==> src/rtl/seqgen_pkg.sv <==
// Shared definitions for the serial sequence generator and its companion detector.
// The state encoding is also shown on the debug LEDs, so both blocks must agree on it.
package seqgen_pkg;

  typedef enum logic [1:0] {
    S_IDLE  = 2'd0,
    S_SHIFT = 2'd1,
    S_DONE  = 2'd2
  } state_t;

  localparam logic [3:0] PAT_1010 = 4'b1010;

endpackage

==> src/rtl/seqgen_piso.sv <==
// Parallel-load, rotate-left shift register.
// It exposes the current MSB and the bit that becomes the MSB after the next rotate.
module seqgen_piso #(
  parameter int WIDTH = 4
) (
  input  logic             clk,
  input  logic             reset,
  input  logic             load,
  input  logic             shift,
  input  logic [WIDTH-1:0] din,
  output logic             msb,
  output logic             nxt
);

  logic [WIDTH-1:0] q;

  always_ff @(posedge clk or negedge reset) begin
    if (!reset) begin
      q <= '0;
    end else if (load) begin
      q <= din;
    end else if (shift) begin
      q <= {q[WIDTH-2:0], q[WIDTH-1]};
    end
  end

  assign msb = q[WIDTH-1];
  assign nxt = q[WIDTH-2];

endmodule

==> src/rtl/seqgen.sv <==
// Serial sequence generator: sends a captured pattern MSB-first, repeated rep times back-to-back.
// x and x_valid are flopped from next-state values, so the first bit appears one clock after start.
module seqgen
  import seqgen_pkg::*;
#(
  parameter int WIDTH = 4,
  parameter int REP_W = 4
) (
  input  logic             clk,
  input  logic             reset,
  input  logic             start,
  input  logic [WIDTH-1:0] pattern,
  input  logic [REP_W-1:0] rep,
  input  logic             abort,
  output logic             x,
  output logic             x_valid,
  output logic             busy,
  output logic             done,
  output logic [1:0]       c_state
);

  localparam int CNT_W = $clog2(WIDTH);
  localparam logic [CNT_W-1:0] BIT_LAST = CNT_W'(WIDTH - 1);

  // A repeat count of zero still sends the pattern once.
  function automatic logic [REP_W-1:0] rep_sat(input logic [REP_W-1:0] r);
    return (r == '0) ? REP_W'(1) : r;
  endfunction

  state_t           state, state_next;
  logic [CNT_W-1:0] bit_cnt, bit_next;
  logic [REP_W-1:0] rep_cnt, rep_next;
  logic             load, shift, msb, nxt;
  logic             x_next, x_valid_next;

  seqgen_piso #(.WIDTH(WIDTH)) u_piso (
    .clk   (clk),
    .reset (reset),
    .load  (load),
    .shift (shift),
    .din   (pattern),
    .msb   (msb),
    .nxt   (nxt)
  );

  always_ff @(posedge clk or negedge reset) begin
    if (!reset) begin
      state   <= S_IDLE;
      bit_cnt <= '0;
      rep_cnt <= '0;
      x       <= 1'b0;
      x_valid <= 1'b0;
    end else begin
      state   <= state_next;
      bit_cnt <= bit_next;
      rep_cnt <= rep_next;
      x       <= x_next;
      x_valid <= x_valid_next;
    end
  end

  always_comb begin
    state_next = state;
    bit_next   = bit_cnt;
    rep_next   = rep_cnt;
    load       = 1'b0;
    shift      = 1'b0;
    case (state)
      S_IDLE: begin
        if (start) begin
          load       = 1'b1;
          rep_next   = rep_sat(rep);
          bit_next   = BIT_LAST;
          state_next = S_SHIFT;
        end
      end
      S_SHIFT: begin
        if (abort) begin
          state_next = S_IDLE;
        end else begin
          shift = 1'b1;
          if (bit_cnt == '0) begin
            // The register has rotated a full turn, so the next repetition needs no reload.
            if (rep_cnt > REP_W'(1)) begin
              rep_next = rep_cnt - REP_W'(1);
              bit_next = BIT_LAST;
            end else begin
              state_next = S_DONE;
            end
          end else begin
            bit_next = bit_cnt - CNT_W'(1);
          end
        end
      end
      S_DONE:  state_next = S_IDLE;
      default: state_next = S_IDLE;
    endcase
  end

  always_comb begin
    x_next       = 1'b0;
    x_valid_next = (state_next == S_SHIFT);
    if (state_next == S_SHIFT) begin
      x_next = load ? pattern[WIDTH-1] : (shift ? nxt : msb);
    end
  end

  assign busy    = (state == S_SHIFT) || (state == S_DONE);
  assign done    = (state == S_DONE);
  assign c_state = state;

endmodule
==> config.mk <==
export PLATFORM = sky130hd
export DESIGN_NAME = seqgen
export DESIGN_NICKNAME = d
export VERILOG_FILES = /design/src/rtl/seqgen_pkg.sv /design/src/rtl/seqgen_piso.sv /design/src/rtl/seqgen.sv
export SDC_FILE = /design/constraint.sdc
export NUM_CORES = 1
export LEC_CHECK = 0
export BUFFER_PORTS_ARGS = -buffer_cell sky130_fd_sc_hd__buf_2
export CELL_PAD_IN_SITES_DETAIL_PLACEMENT = 0
export CELL_PAD_IN_SITES_GLOBAL_PLACEMENT = 1
export CORE_MARGIN = 1
export CORE_UTILIZATION = 35
export DETAILED_ROUTE_END_ITERATION = 6
export HOLD_SLACK_MARGIN = 0.02
export PLACE_DENSITY = 0.81
export SYNTH_ARGS = -nofsm -noshare
export SYNTH_HDL_FRONTEND = slang
export SYNTH_SLANG_ARGS = --single-unit
==> constraint.sdc <==
create_clock -name clk -period 1.8 [get_ports clk]
set_clock_uncertainty 0.05 [all_clocks]
set_input_delay 0.09 -clock clk [delete_from_list [all_inputs] [get_ports clk]]
set_output_delay 0.09 -clock clk [all_outputs]
set_load 0.01 [all_outputs]
======== Yosys cells after proc, flatten, opt, wreduce, memory -nomap -nowiden ========
Index checks and enable logic that the tools add are counted.
word-level totals
  register bits ........................... 14
  bits of input ports ..................... 12
  output and inout port bits .............. 6
  logic and storage cells ................. 50
operators by class
  $add $sub $neg .......................... 2
  order comparisons ....................... 1
  eq/ne operators ......................... 8
  mux-type cells .......................... 25
  reductions and logical operators ........ 8
operator list
  kind                   number
  $mux W4                7
  $mux W2                8
  $ne A2 B2 Y1 const B   4
  $pmux W2 S2            2
  $pmux W4 S2            1
  $mux W1                7
  $reduce_and A5 Y1      1
  $eq A2 B1 Y1 const B   2
  $gt A4 B1 Y1 const B   1
  $logic_not A2 Y1       2
  $logic_not A4 Y1       1
  $reduce_and A4 Y1      1
  $reduce_bool A2 Y1     2
  $sub A4 B1 Y4 const B  1
  $ne A3 B3 Y1 const B   1
  $eq A2 B2 Y1 const B   1
  $sub A2 B1 Y2 const B  1
  $logic_or A1 B1 Y1     1

======== Longest topological paths before layout ========
Gate-level depths: netlist (run 1).
  depth after elaboration ................. 7
  gate-level depth with buffers ........... 7
  depth with buffers taken out ............ 6

======== Hierarchy ========
From an unflattened synthesis (run 1), not the netlist that was laid out.
second synthesis, totals
  cell total of the unflattened synthesis .. 101
  area total of the unflattened synthesis .. 938.4 um^2
by module, submodules not included
  module       times used  cells an instance  area an instance (um^2)  sequential area each (um^2)
  seqgen       1           84                 752.0                    250.2
  seqgen_piso  1           17                 186.4                    100.1

======== Least setup slack after synthesis (run 1) ========
OpenSTA, ideal clock, no wires.
  path type ............................... register -> register
  from .................................... register state[1] (netlist: c_state[1])
  to ...................................... register rep_cnt[1]
  data arrival time ....................... 1611 ps
  required time ........................... 1622 ps
  slack ................................... 11 ps
  stages on the path, launching flop included .. 8
  path through ............................ dfrtp_1 > inv_1 > ha_1 > buf_6 > nor2b_4 > a211o_4 > o32ai_1 > a21oi_1
between the ends
  longest elaborated chain between the ends .. 3
  elaborated cells on any way between the ends .. 9
  those cells by class .................... 5 x eq/ne; 1 x mux; 3 x reduce/logical
ends and longest elaborated chain
  what                                                                 RTL line      text
  from (decl)                                                          seqgen.sv:30  state_t state, state_next;
  from (signal assigned)                                               seqgen.sv:54  state <= state_next;
  $eq A2 B1 Y1 / $logic_not A2 Y1 (equally long branches)              seqgen.sv:68  case (state)
  $ne A2 B2 Y1 (no line) / $reduce_bool A2 Y1 (equally long branches)  --
  $reduce_and A5 Y1 (no line)                                          --
  to (signal assigned)                                                 seqgen.sv:56  rep_cnt <= rep_next;
  to (decl)                                                            seqgen.sv:32  logic [REP_W-1:0] rep_cnt, rep_next;
Several ways; a longest one is shown, not always the timed one.
A chain may end at the register's enable or synchronous reset.

======== Worst setup path in the final report (run 1) ========
  from .................................... register state[0] (netlist: c_state[0])
  to ...................................... register rep_cnt[1]
Same word-level chain as after synthesis.

==> flow_summary_export.csv, run 1 <==
group,metric,value,unit
setup_path,rr_startpoint,"c_state[0]",
sta,setup-violations-final,0,
logic_synthesis,synth_top_area_cell,"sky130_fd_sc_hd__dfrtp_1",
setup_path,cp_data_required_time,1.92,ns
layout,stdcell_count,157,
sta,whs,0.0394,ns
logic_synthesis,netlist.area_leader.share,40.2,%
sta,worst_slew_margin_rel,75.5,%
setup_path,cp_slowest_stage_delay,0.43,ns
logic_synthesis,synth-compound-area-share,24.0,%
logic_synthesis,main_area_contributors_after_synthesis,"sky130_fd_sc_hd__dfrtp_1 (40%), sky130_fd_sc_hd__ha_1 (8.6%), sky130_fd_sc_hd__nand2_1 (6.5%)",
detailed_routing,first_pass_detailed_route_iteration_total,4,
die,row_count,17,
sta,setup_total_negative_slack,0,ns
layout,drive_above_1_share,31.0,%
setup_path,critical_path.startpoint,"c_state[0]",
cts,clock_latency,0.28,ns
die,io-pin-count,18,
grt,grt_first_pass_wirelength,3550,um
setup_path,worstReg2RegEnd,"rep_cnt[1]",
hold_path,hold_path_end,"u_piso.q[0]",
setup_path,path_max_fanout,7,
logic_synthesis,synthDistinctLibCells,34,
layout,area.growth.synth_to_final,30.5,%
die,die_height,51.9,um
cts,clock_path_buffers,2,
setup_path,critical_path_cell_sequence,"inv_1, ha_2, nor2b_4, a211o_4, o32ai_1, a21oi_1",
placed_design,finalWeightedCongestion,0.830,
grt,grt_pass1_vias,787,
detailed_routing,drtIter0Drc,45,
setup_path,cp-end-kind,"flop",
pwr,switching_pwr,734,uW
layout,layout.filler_cells,202,
logic_synthesis,post_synth_edffs,0,
flow_run,cap_violations,0,
logic_synthesis,syn_area,871,sq um
detailed_routing,routed_wire_length_per_instance,13.3,um
die,die_width,51.9,um
detailed_routing,post_drt_via_cell_ratio,5.57,
placed_design,preCtsSetupSlack,0.00528,ns
sta,final-max-slew-violation-count,0,
hold_path,worstHoldPathCells,3,
detailed_routing,drcViolationCount,0,
logic_synthesis,yosys.area_share.adder,8.62,%
pwr,pwr-share-clk,13.2,%
logic_synthesis,synth_xor_xnor_area_share,0,%
sta,tightest_slew,0.364,ns
pwr,register_share_of_total_power,32.8,%
logic_synthesis,synth-async-reset-ratio,100,%
pwr,power_report.internal_total,1020,uW
cts,tritoncts,"yes",
sta,period_needed,1.73,ns
placed_design,placedCellCount,149,
setup_path,endpoint_arrival_time_on_the_critical_path,1.85,ns
setup_path,path_class,"reg -> reg",
grt,groute.usage.overall,18.0,%
cts,cts.sinks,14,
placed_design,io_buffer_count,17,
logic_synthesis,synth.net_count,117,
grt,number_of_antenna_violations_at_the_first_check_in_global_routing,0,
cts,number_of_buffers_created_by_cts,3,
logic_synthesis,synth_top_family_by_area,"compound AO/OA/AOI/OAI gates",
die,initial_utilization,38.3,%
setup_path,worstSetupStartpointType,"flop",
layout,n_antenna_cell,0,
pwr,sw_frac_of_total,41.7,%
logic_synthesis,synth_ff_type,"sky130_fd_sc_hd__dfrtp_1",
cts,cts-root-buf,"sky130_fd_sc_hd__clkbuf_4",
detailed_routing,routed_wirelength,2100,um
logic_synthesis,postSynthCellCount,99,
setup_path,r2r_slack,0.07,ns
layout,final_net_count,148,
die,floorplan.die_area,0.00269,sq mm
die,floorplan.core_area,0.00228,sq mm
logic_synthesis,yosys_warnings,0,
logic_synthesis,muxShareOfSynthArea,0,%
logic_synthesis,ys_seq_elements,14,
pwr,p_per_area,1550,mW/mm^2
placed_design,detailedPlacementHpwl,1510,um
pwr,power_leakage,0.000536,uW
logic_synthesis,synth.avg_cell_area,8.80,sq um
cts,cts_max_level,1,
hold_path,hold_path.startpoint,"pattern[0]",
grt,grt_max_degree,15,
cts,clk_pin_slew_worst_paths,0.10,ns
detailed_routing,route.antenna.remaining_nets,0,
logic_synthesis,synth_simple_gate_area_share,21.0,%
sta,fin_crit_sh,95.9,%
grt,grt_overflow,0,
sta,setup_slack,0.0729,ns
pwr,combPwrFrac,54.0,%
pwr,ir_drop,0.000785,V
setup_path,r2r_cells,6,
detailed_routing,vias,874,
logic_synthesis,synth-seq-area-share,40.2,%
hold_path,timing.hold.worst.class,"in -> reg",
sta,finalHoldViolCount,0,
sta,fmax,579,MHz
run_status,run_status,"finished, final reports clean",
setup_path,crit_path_top_delay_cell,"sky130_fd_sc_hd__dfrtp_1",
state kept, by name, indices dropped and copies added (netlist names):
signal / cells
rep_cnt: 4
x: 1
c_state: 2
u_piso.q: 4
bit_cnt: 2
x_valid: 1
routing by layer:
metal | track usage [%] | vias to the layer above | part of all wire [%]
met5 | 0 | - | 0
met4 | 6.76 | 0 | 0.76
met3 | 2.63 | 2 | 7.9
met2 | 26.1 | 45 | 45
met1 | 26.6 | 404 | 47
li1 | - | 423 | -
power by group through the flow:
stage | clock, uW | sequential [uW] | combinational (uW)
after detailed placement | 0 | 574 | 858
after CTS | 234 | 573 | 861
final | 232 | 576 | 950
after global placement | 0 | 573 | 845
after global routing | 258 | 597 | 1050
after floorplan | 0 | 555 | 613
layout by cell type (no fill, tap or decap), types with 2 or more instances in the layout:
master	count
sky130_fd_sc_hd__nor2_1	9
sky130_fd_sc_hd__nand2_1	15
sky130_fd_sc_hd__a21oi_1	3
sky130_fd_sc_hd__o22ai_1	2
sky130_fd_sc_hd__clkbuf_4	3
sky130_fd_sc_hd__buf_2	17
sky130_fd_sc_hd__a31oi_1	6
sky130_fd_sc_hd__dlygate4sd3_1	2
sky130_fd_sc_hd__o21ai_0	3
sky130_fd_sc_hd__inv_1	8
sky130_fd_sc_hd__a41oi_1	2
sky130_fd_sc_hd__dfrtp_1	14
sky130_fd_sc_hd__nor3_1	5
sky130_fd_sc_hd__ha_1	4
sky130_fd_sc_hd__buf_4	10
worst max-delay path by stage:
stage          cells past startpoint  slack, ns          to
2_1_floorplan                      7       0.01  rep_cnt[1]
3_3_place_gp                       6       0.03           x
3_5_place_dp                       6      0.005           x
4_1_cts                            7       0.03           x
5_1_grt                            6      -0.01  rep_cnt[3]
6_report                           6       0.07  rep_cnt[1]
worst max-delay path, delay by kind of cell, from the launching register on:
family,cells,cell delay [ns]
compound gates,3,0.70
flops,1,0.43
fa+ha+maj,1,0.22
simple gates,1,0.14
buf+inv,1,0.09
area by class of cell:
type	instances	area [sq um]	share of cell area, %
clock buffer	4	36.3	3.19
inverter	9	33.8	2.97
multi-input combinational	73	500	44.1
sequential	14	350	30.8
tap	28	35.0	3.08
timing repair buffer	29	180	15.9
cells by family after synthesis:
logic type                 Yosys count
AOI/OAI and AO/OA                   29
adders and majority gates            6
buffers and inverters               12
DFF                                 14
and+or+nand+nor                     38
timing repair:
action / 4_1_cts / 5_1_grt
setup buffers: 0 / 2
gates resized for setup: 1 / 8
hold buffers: 2 / 0
endpoints found under the setup margin: 1 / 7
pin swaps: 0 / 0
hold endpoints to repair: 15 / 0
Yosys cell counts (2+ instances only):
cell / n
sky130_fd_sc_hd__inv_1: 9
sky130_fd_sc_hd__nor2_1: 9
sky130_fd_sc_hd__o22ai_1: 2
sky130_fd_sc_hd__a41oi_1: 2
sky130_fd_sc_hd__dfrtp_1: 14
sky130_fd_sc_hd__a21oi_1: 3
sky130_fd_sc_hd__nor3_1: 6
sky130_fd_sc_hd__a31oi_1: 6
sky130_fd_sc_hd__nand2_1: 15
sky130_fd_sc_hd__o21ai_0: 4
sky130_fd_sc_hd__ha_1: 6
stage by stage:
step / power (uW) / cell area [sq um] / utilization [%]
2_1_floorplan: 1170 / 871 / -
3_3_place_gp: 1420 / 1030 / 45.3
3_5_place_dp: 1430 / 1030 / 45.3
4_1_cts: 1670 / 1090 / 47.9
5_1_grt: 1900 / 1140 / 49.9
6_report: 1760 / 1140 / 49.9
(Power assumes the default switching activity.)
==> inputs of run 2 (changes only) <==
Settings changed: GPL_TIMING_DRIVEN set to 0, SKIP_CTS_REPAIR_TIMING set to 1.
==> run 2 against run 1 <==
Register-to-register slack improved by 0.02 ns; hold slack improved by 0.0017 ns; global-route usage decreased by 2.6 points; worst setup slack improved by 0.021 ns; critical path depth unchanged; non-clock buffer count decreased by 5; die area unchanged; final area decreased by 0.55%; first-iteration DRC count decreased by 82%; final cell count decreased by 3.2%; via count decreased by 8.7%; power decreased by 2.2%; highest routed layer unchanged.
==> flow_summary_export.csv, run 2 (same netlist as run 1, synthesis figures left out) <==
group,metric,value,unit
die,row_count,17,
placed_design,io_buffer_count,17,
die,initial_utilization,38.3,%
cts,cts.sinks,14,
cts,clock_latency,0.27,ns
flow_run,cap_violations,0,
placed_design,preCtsSetupSlack,-0.207,ns
layout,stdcell_count,152,
cts,cts_max_level,1,
layout,area.growth.synth_to_final,29.7,%
setup_path,critical_path.startpoint,"rep_cnt[0]",
cts,tritoncts,"yes",
grt,grt_first_pass_wirelength,3090,um
grt,grt_pass1_vias,676,
setup_path,cp-endpoint,"c_state[0]",
run_status,run_status,"finished, final reports clean",
detailed_routing,first_pass_detailed_route_iteration_total,4,
setup_path,cp_data_required_time,1.90,ns
pwr,ir_drop,0.000923,V
setup_path,r2r_slack,0.09,ns
cts,clk_pin_slew_worst_paths,0.09,ns
detailed_routing,drcViolationCount,0,
sta,tightest_slew,0.382,ns
layout,biggestRegsByFlops,"rep_cnt x4, u_piso.q x4",
sta,fin_crit_sh,94.8,%
cts,number_of_buffers_created_by_cts,3,
sta,worst_slew_margin_rel,74.3,%
placed_design,finalWeightedCongestion,0.804,
hold_path,hold_path.startpoint,"pattern[2]",
setup_path,path_class,"reg -> reg",
layout,layout.filler_cells,207,
layout,most_common_library_cell_in_the_layout_ignoring_fill_and_taps,"sky130_fd_sc_hd__buf_2",
grt,grt_max_degree,15,
setup_path,endpoint_arrival_time_on_the_critical_path,1.80,ns
grt,groute.usage.overall,15.4,%
detailed_routing,routed_wirelength,1950,um
detailed_routing,drtIter0Drc,8,
die,die_height,51.9,um
sta,final-max-slew-violation-count,0,
setup_path,path_max_fanout,5,
sta,finalHoldViolCount,0,
sta,setup-violations-final,0,
sta,whs,0.0412,ns
placed_design,detailedPlacementHpwl,1340,um
cts,cts-root-buf,"sky130_fd_sc_hd__clkbuf_4",
layout,drive_above_1_share,32.3,%
setup_path,worstReg2RegEnd,"c_state[0]",
layout,sequential_cell_area,352,sq um
pwr,p_per_area,1520,mW/mm^2
die,floorplan.core_area,0.00228,sq mm
grt,grt_overflow,0,
detailed_routing,vias,798,
detailed_routing,route.antenna.remaining_nets,0,
layout,final_net_count,143,
detailed_routing,post_drt_via_cell_ratio,5.25,
die,floorplan.die_area,0.00269,sq mm
layout,multi_input_area,534,sq um
die,die_width,51.9,um
sta,fmax,586,MHz
sta,setup_slack,0.0942,ns
setup_path,r2r_cells,6,
pwr,power_leakage,0.000510,uW
placed_design,placedCellCount,144,
grt,number_of_antenna_violations_at_the_first_check_in_global_routing,0,
cts,clock_path_buffers,2,
setup_path,worstSetupStartpointType,"flop",
layout,n_antenna_cell,0,
sta,setup_total_negative_slack,0,ns
setup_path,rr_startpoint,"rep_cnt[0]",
sta,period_needed,1.71,ns
hold_path,timing.hold.worst.class,"in -> reg",
layout,most-common-layout-cells,"sky130_fd_sc_hd__buf_2 (17), sky130_fd_sc_hd__nand2_1 (15), sky130_fd_sc_hd__dfrtp_1 (13)",
setup_path,cp-end-kind,"flop",
detailed_routing,routed_wire_length_per_instance,12.8,um
die,io-pin-count,18,
-- run 2: worst min path at each step --
stage	endpoint	depth (start not counted)
floorplan	bit_cnt[0]	0
global placement	rep_cnt[1]	1
detailed placement	rep_cnt[1]	1
CTS	rep_cnt[1]	1
global route	u_piso.q[0]	3
finish	u_piso.q[2]	3
-- run 2: report_power, final --
group | total [uW] | switching [uW] | internal, uW
clock | 226 | 103 | 123
combinational | 933 | 525 | 408
sequential | 560 | 99.6 | 460
total | 1720 | 728 | 991
-- run 2: layer usage --
layer	vias up	track usage (%)	wire (um)
met5	-	0	0
met4	0	4.05	13
met3	2	2.63	72
met2	19	20.9	870
met1	367	24.3	993
li1	410	-	-
-- run 2: area by class of cell --
cell class | instances | area share [%]
Inverter | 9 | 2.99
Tap cell | 28 | 3.10
Clock buffer | 4 | 3.21
Multi-Input combinational cell | 73 | 47.3
Timing Repair Buffer | 22 | 11.3
Buffer | 2 | 0.997
Sequential cell | 14 | 31.1
-- run 2: critical path, cell delays in order, from the launching register on --
cell and delay (ns):
sky130_fd_sc_hd__dfrtp_1 0.42, sky130_fd_sc_hd__inv_1 0.09, sky130_fd_sc_hd__ha_1 0.17, sky130_fd_sc_hd__nor2_1 0.09, sky130_fd_sc_hd__or4b_4 0.53, sky130_fd_sc_hd__a21oi_1 0.17, sky130_fd_sc_hd__a21oi_1 0.05
-- run 2: metrics by stage --
stage / utilization (%) / total power (uW) / area, sq um
2_1_floorplan: - / 1170 / 871
4_1_cts: 45.1 / 1600 / 1030
3_5_place_dp: 43.5 / 1360 / 991
5_1_grt: 49.6 / 1890 / 1130
6_report: 49.6 / 1720 / 1130
3_3_place_gp: 43.5 / 1350 / 991
==> inputs of run 3 (changes only) <==
Settings changed: GPL_TIMING_DRIVEN 0 to unset, PLACE_DENSITY 0.81 to 0.78.
Clock period 1.8 ns to 2.1 ns, I/O delays scaled along.
==> run 3 against run 2 <==
First-iteration DRC count grew to 3.0 times the previous value; worst setup slack gained 0.14 ns; maximum frequency shrank 8.6%; non-clock buffer count shrank 3.
==> flow_summary_export.csv, run 3 (same netlist as run 1, synthesis figures left out) <==
group,metric,value,unit
hold_path,worstHoldPathCells,3,
grt,grt_max_degree,15,
die,floorplan.core_area,0.00228,sq mm
cts,number_of_buffers_created_by_cts,3,
setup_path,worstSetupStartpointType,"flop",
sta,finalHoldViolCount,0,
grt,grt_overflow,0,
placed_design,preCtsSetupSlack,0.251,ns
detailed_routing,first_pass_detailed_route_iteration_total,4,
setup_path,r2r_slack,0.23,ns
layout,most_common_library_cell_in_the_layout_ignoring_fill_and_taps,"sky130_fd_sc_hd__buf_2",
detailed_routing,route.antenna.remaining_nets,0,
pwr,p_per_area,1280,mW/mm^2
cts,cts_max_level,1,
setup_path,r2r_cells,6,
die,initial_utilization,38.3,%
placed_design,detailedPlacementHpwl,1370,um
sta,tightest_slew,0.309,ns
setup_path,path_class,"reg -> reg",
layout,drive_above_1_share,20.8,%
cts,clock_latency,0.28,ns
detailed_routing,routed_wirelength,1770,um
die,floorplan.die_area,0.00269,sq mm
setup_path,rr_startpoint,"c_state[1]",
grt,groute.usage.overall,16.0,%
hold_path,hold_path.startpoint,"pattern[1]",
sta,fin_crit_sh,88.9,%
pwr,ir_drop,0.000824,V
run_status,run_status,"finished, final reports clean",
detailed_routing,post_drt_via_cell_ratio,5.48,
detailed_routing,routed_wire_length_per_instance,12.0,um
hold_path,hold_path_end,"u_piso.q[1]",
cts,clock_path_buffers,2,
sta,setup-violations-final,0,
sta,period_needed,1.87,ns
sta,fmax,536,MHz
flow_run,cap_violations,0,
grt,grt_first_pass_wirelength,3090,um
grt,number_of_antenna_violations_at_the_first_check_in_global_routing,0,
die,die_width,51.9,um
sta,final-max-slew-violation-count,0,
placed_design,io_buffer_count,17,
sta,setup_total_negative_slack,0,ns
layout,n_antenna_cell,0,
layout,area.growth.synth_to_final,17.8,%
placed_design,finalWeightedCongestion,0.828,
sta,grt_setup_unrepaired,"no",
grt,grt_pass1_vias,689,
detailed_routing,vias,811,
cts,cts.sinks,14,
layout,final_net_count,140,
setup_path,worstReg2RegEnd,"rep_cnt[3]",
die,row_count,17,
cts,tritoncts,"yes",
layout,most-common-layout-cells,"sky130_fd_sc_hd__buf_2 (17), sky130_fd_sc_hd__nand2_1 (15), sky130_fd_sc_hd__dfrtp_1 (14)",
detailed_routing,drcViolationCount,0,
layout,biggestRegsByFlops,"rep_cnt x4, u_piso.q x4",
die,io-pin-count,18,
pwr,power_leakage,0.000487,uW
setup_path,cp-end-kind,"flop",
hold_path,timing.hold.worst.class,"in -> reg",
setup_path,endpoint_arrival_time_on_the_critical_path,2.01,ns
sta,worst_slew_margin_rel,79.1,%
die,die_height,51.9,um
cts,clk_pin_slew_worst_paths,0.08,ns
sta,setup_slack,0.234,ns
detailed_routing,drtIter0Drc,24,
setup_path,cp_data_required_time,2.24,ns
setup_path,path_max_fanout,8,
cts,cts-root-buf,"sky130_fd_sc_hd__clkbuf_4",
run 3: cell count changes in the layout (fill, tap and decap cells not counted), moves of 2 or more:
cell,before,now
sky130_fd_sc_hd__inv_2,2,0
sky130_fd_sc_hd__ha_4,2,0
sky130_fd_sc_hd__ha_1,3,6
sky130_fd_sc_hd__inv_1,7,9
run 3: worst max path at each step:
stage | from | to | slack (ns) | depth (start not counted)
2_1_floorplan | c_state[1] | rep_cnt[1] | 0.31 | 7
3_3_place_gp | c_state[1] | rep_cnt[1] | 0.27 | 6
3_5_place_dp | c_state[1] | rep_cnt[3] | 0.25 | 6
4_1_cts | c_state[1] | rep_cnt[3] | 0.23 | 6
5_1_grt | c_state[1] | x | 0.04 | 7
6_report | c_state[1] | rep_cnt[3] | 0.23 | 6
run 3: per-layer routing:
layer	routed length [um]	up-vias	track usage, %
met4	16	0	6.31
li1	-	403	-
met3	130	2	5.56
met5	0	-	0
met2	740	32	22.0
met1	883	374	22.4
run 3: metrics by stage:
stage | cells | instance area, sq um | utilization (%) | hold slack [ns] | power (uW)
floorplan | 99 | 871 | - | -0.241 | 1000
global placement | 144 | 993 | 43.7 | -0.0271 | 1170
detailed placement | 144 | 993 | 43.7 | -0.0250 | 1170
CTS | 147 | 1020 | 44.6 | -0.328 | 1320
global route | 148 | 1030 | 45.1 | 0.0289 | 1460
finish | 148 | 1030 | 45.1 | 0.0386 | 1320
run 3: area by class of cell:
| class | count | area [sq um] |
|---|---|---|
| tap | 28 | 35.0 |
| inverter | 9 | 33.8 |
| multi-input combinational | 73 | 467 |
| clock buffer | 3 | 22.5 |
| fill | 215 | 1250 |
| timing repair buffer | 21 | 118 |
| sequential | 14 | 350 |
run 3: critical path: stages (launching register included):
cell,delay [ns]
sky130_fd_sc_hd__dfrtp_1,0.41
sky130_fd_sc_hd__inv_1,0.12
sky130_fd_sc_hd__ha_1,0.28
sky130_fd_sc_hd__nor2b_4,0.17
sky130_fd_sc_hd__a211o_4,0.34
sky130_fd_sc_hd__a22o_1,0.24
sky130_fd_sc_hd__nor3_1,0.17
run 3: report_power, final:
group | switching (uW) | internal [uW] | total (uW)
combinational | 380 | 301 | 681
clock | 78.4 | 66.4 | 145
sequential | 98.8 | 393 | 492
total | 558 | 760 | 1320
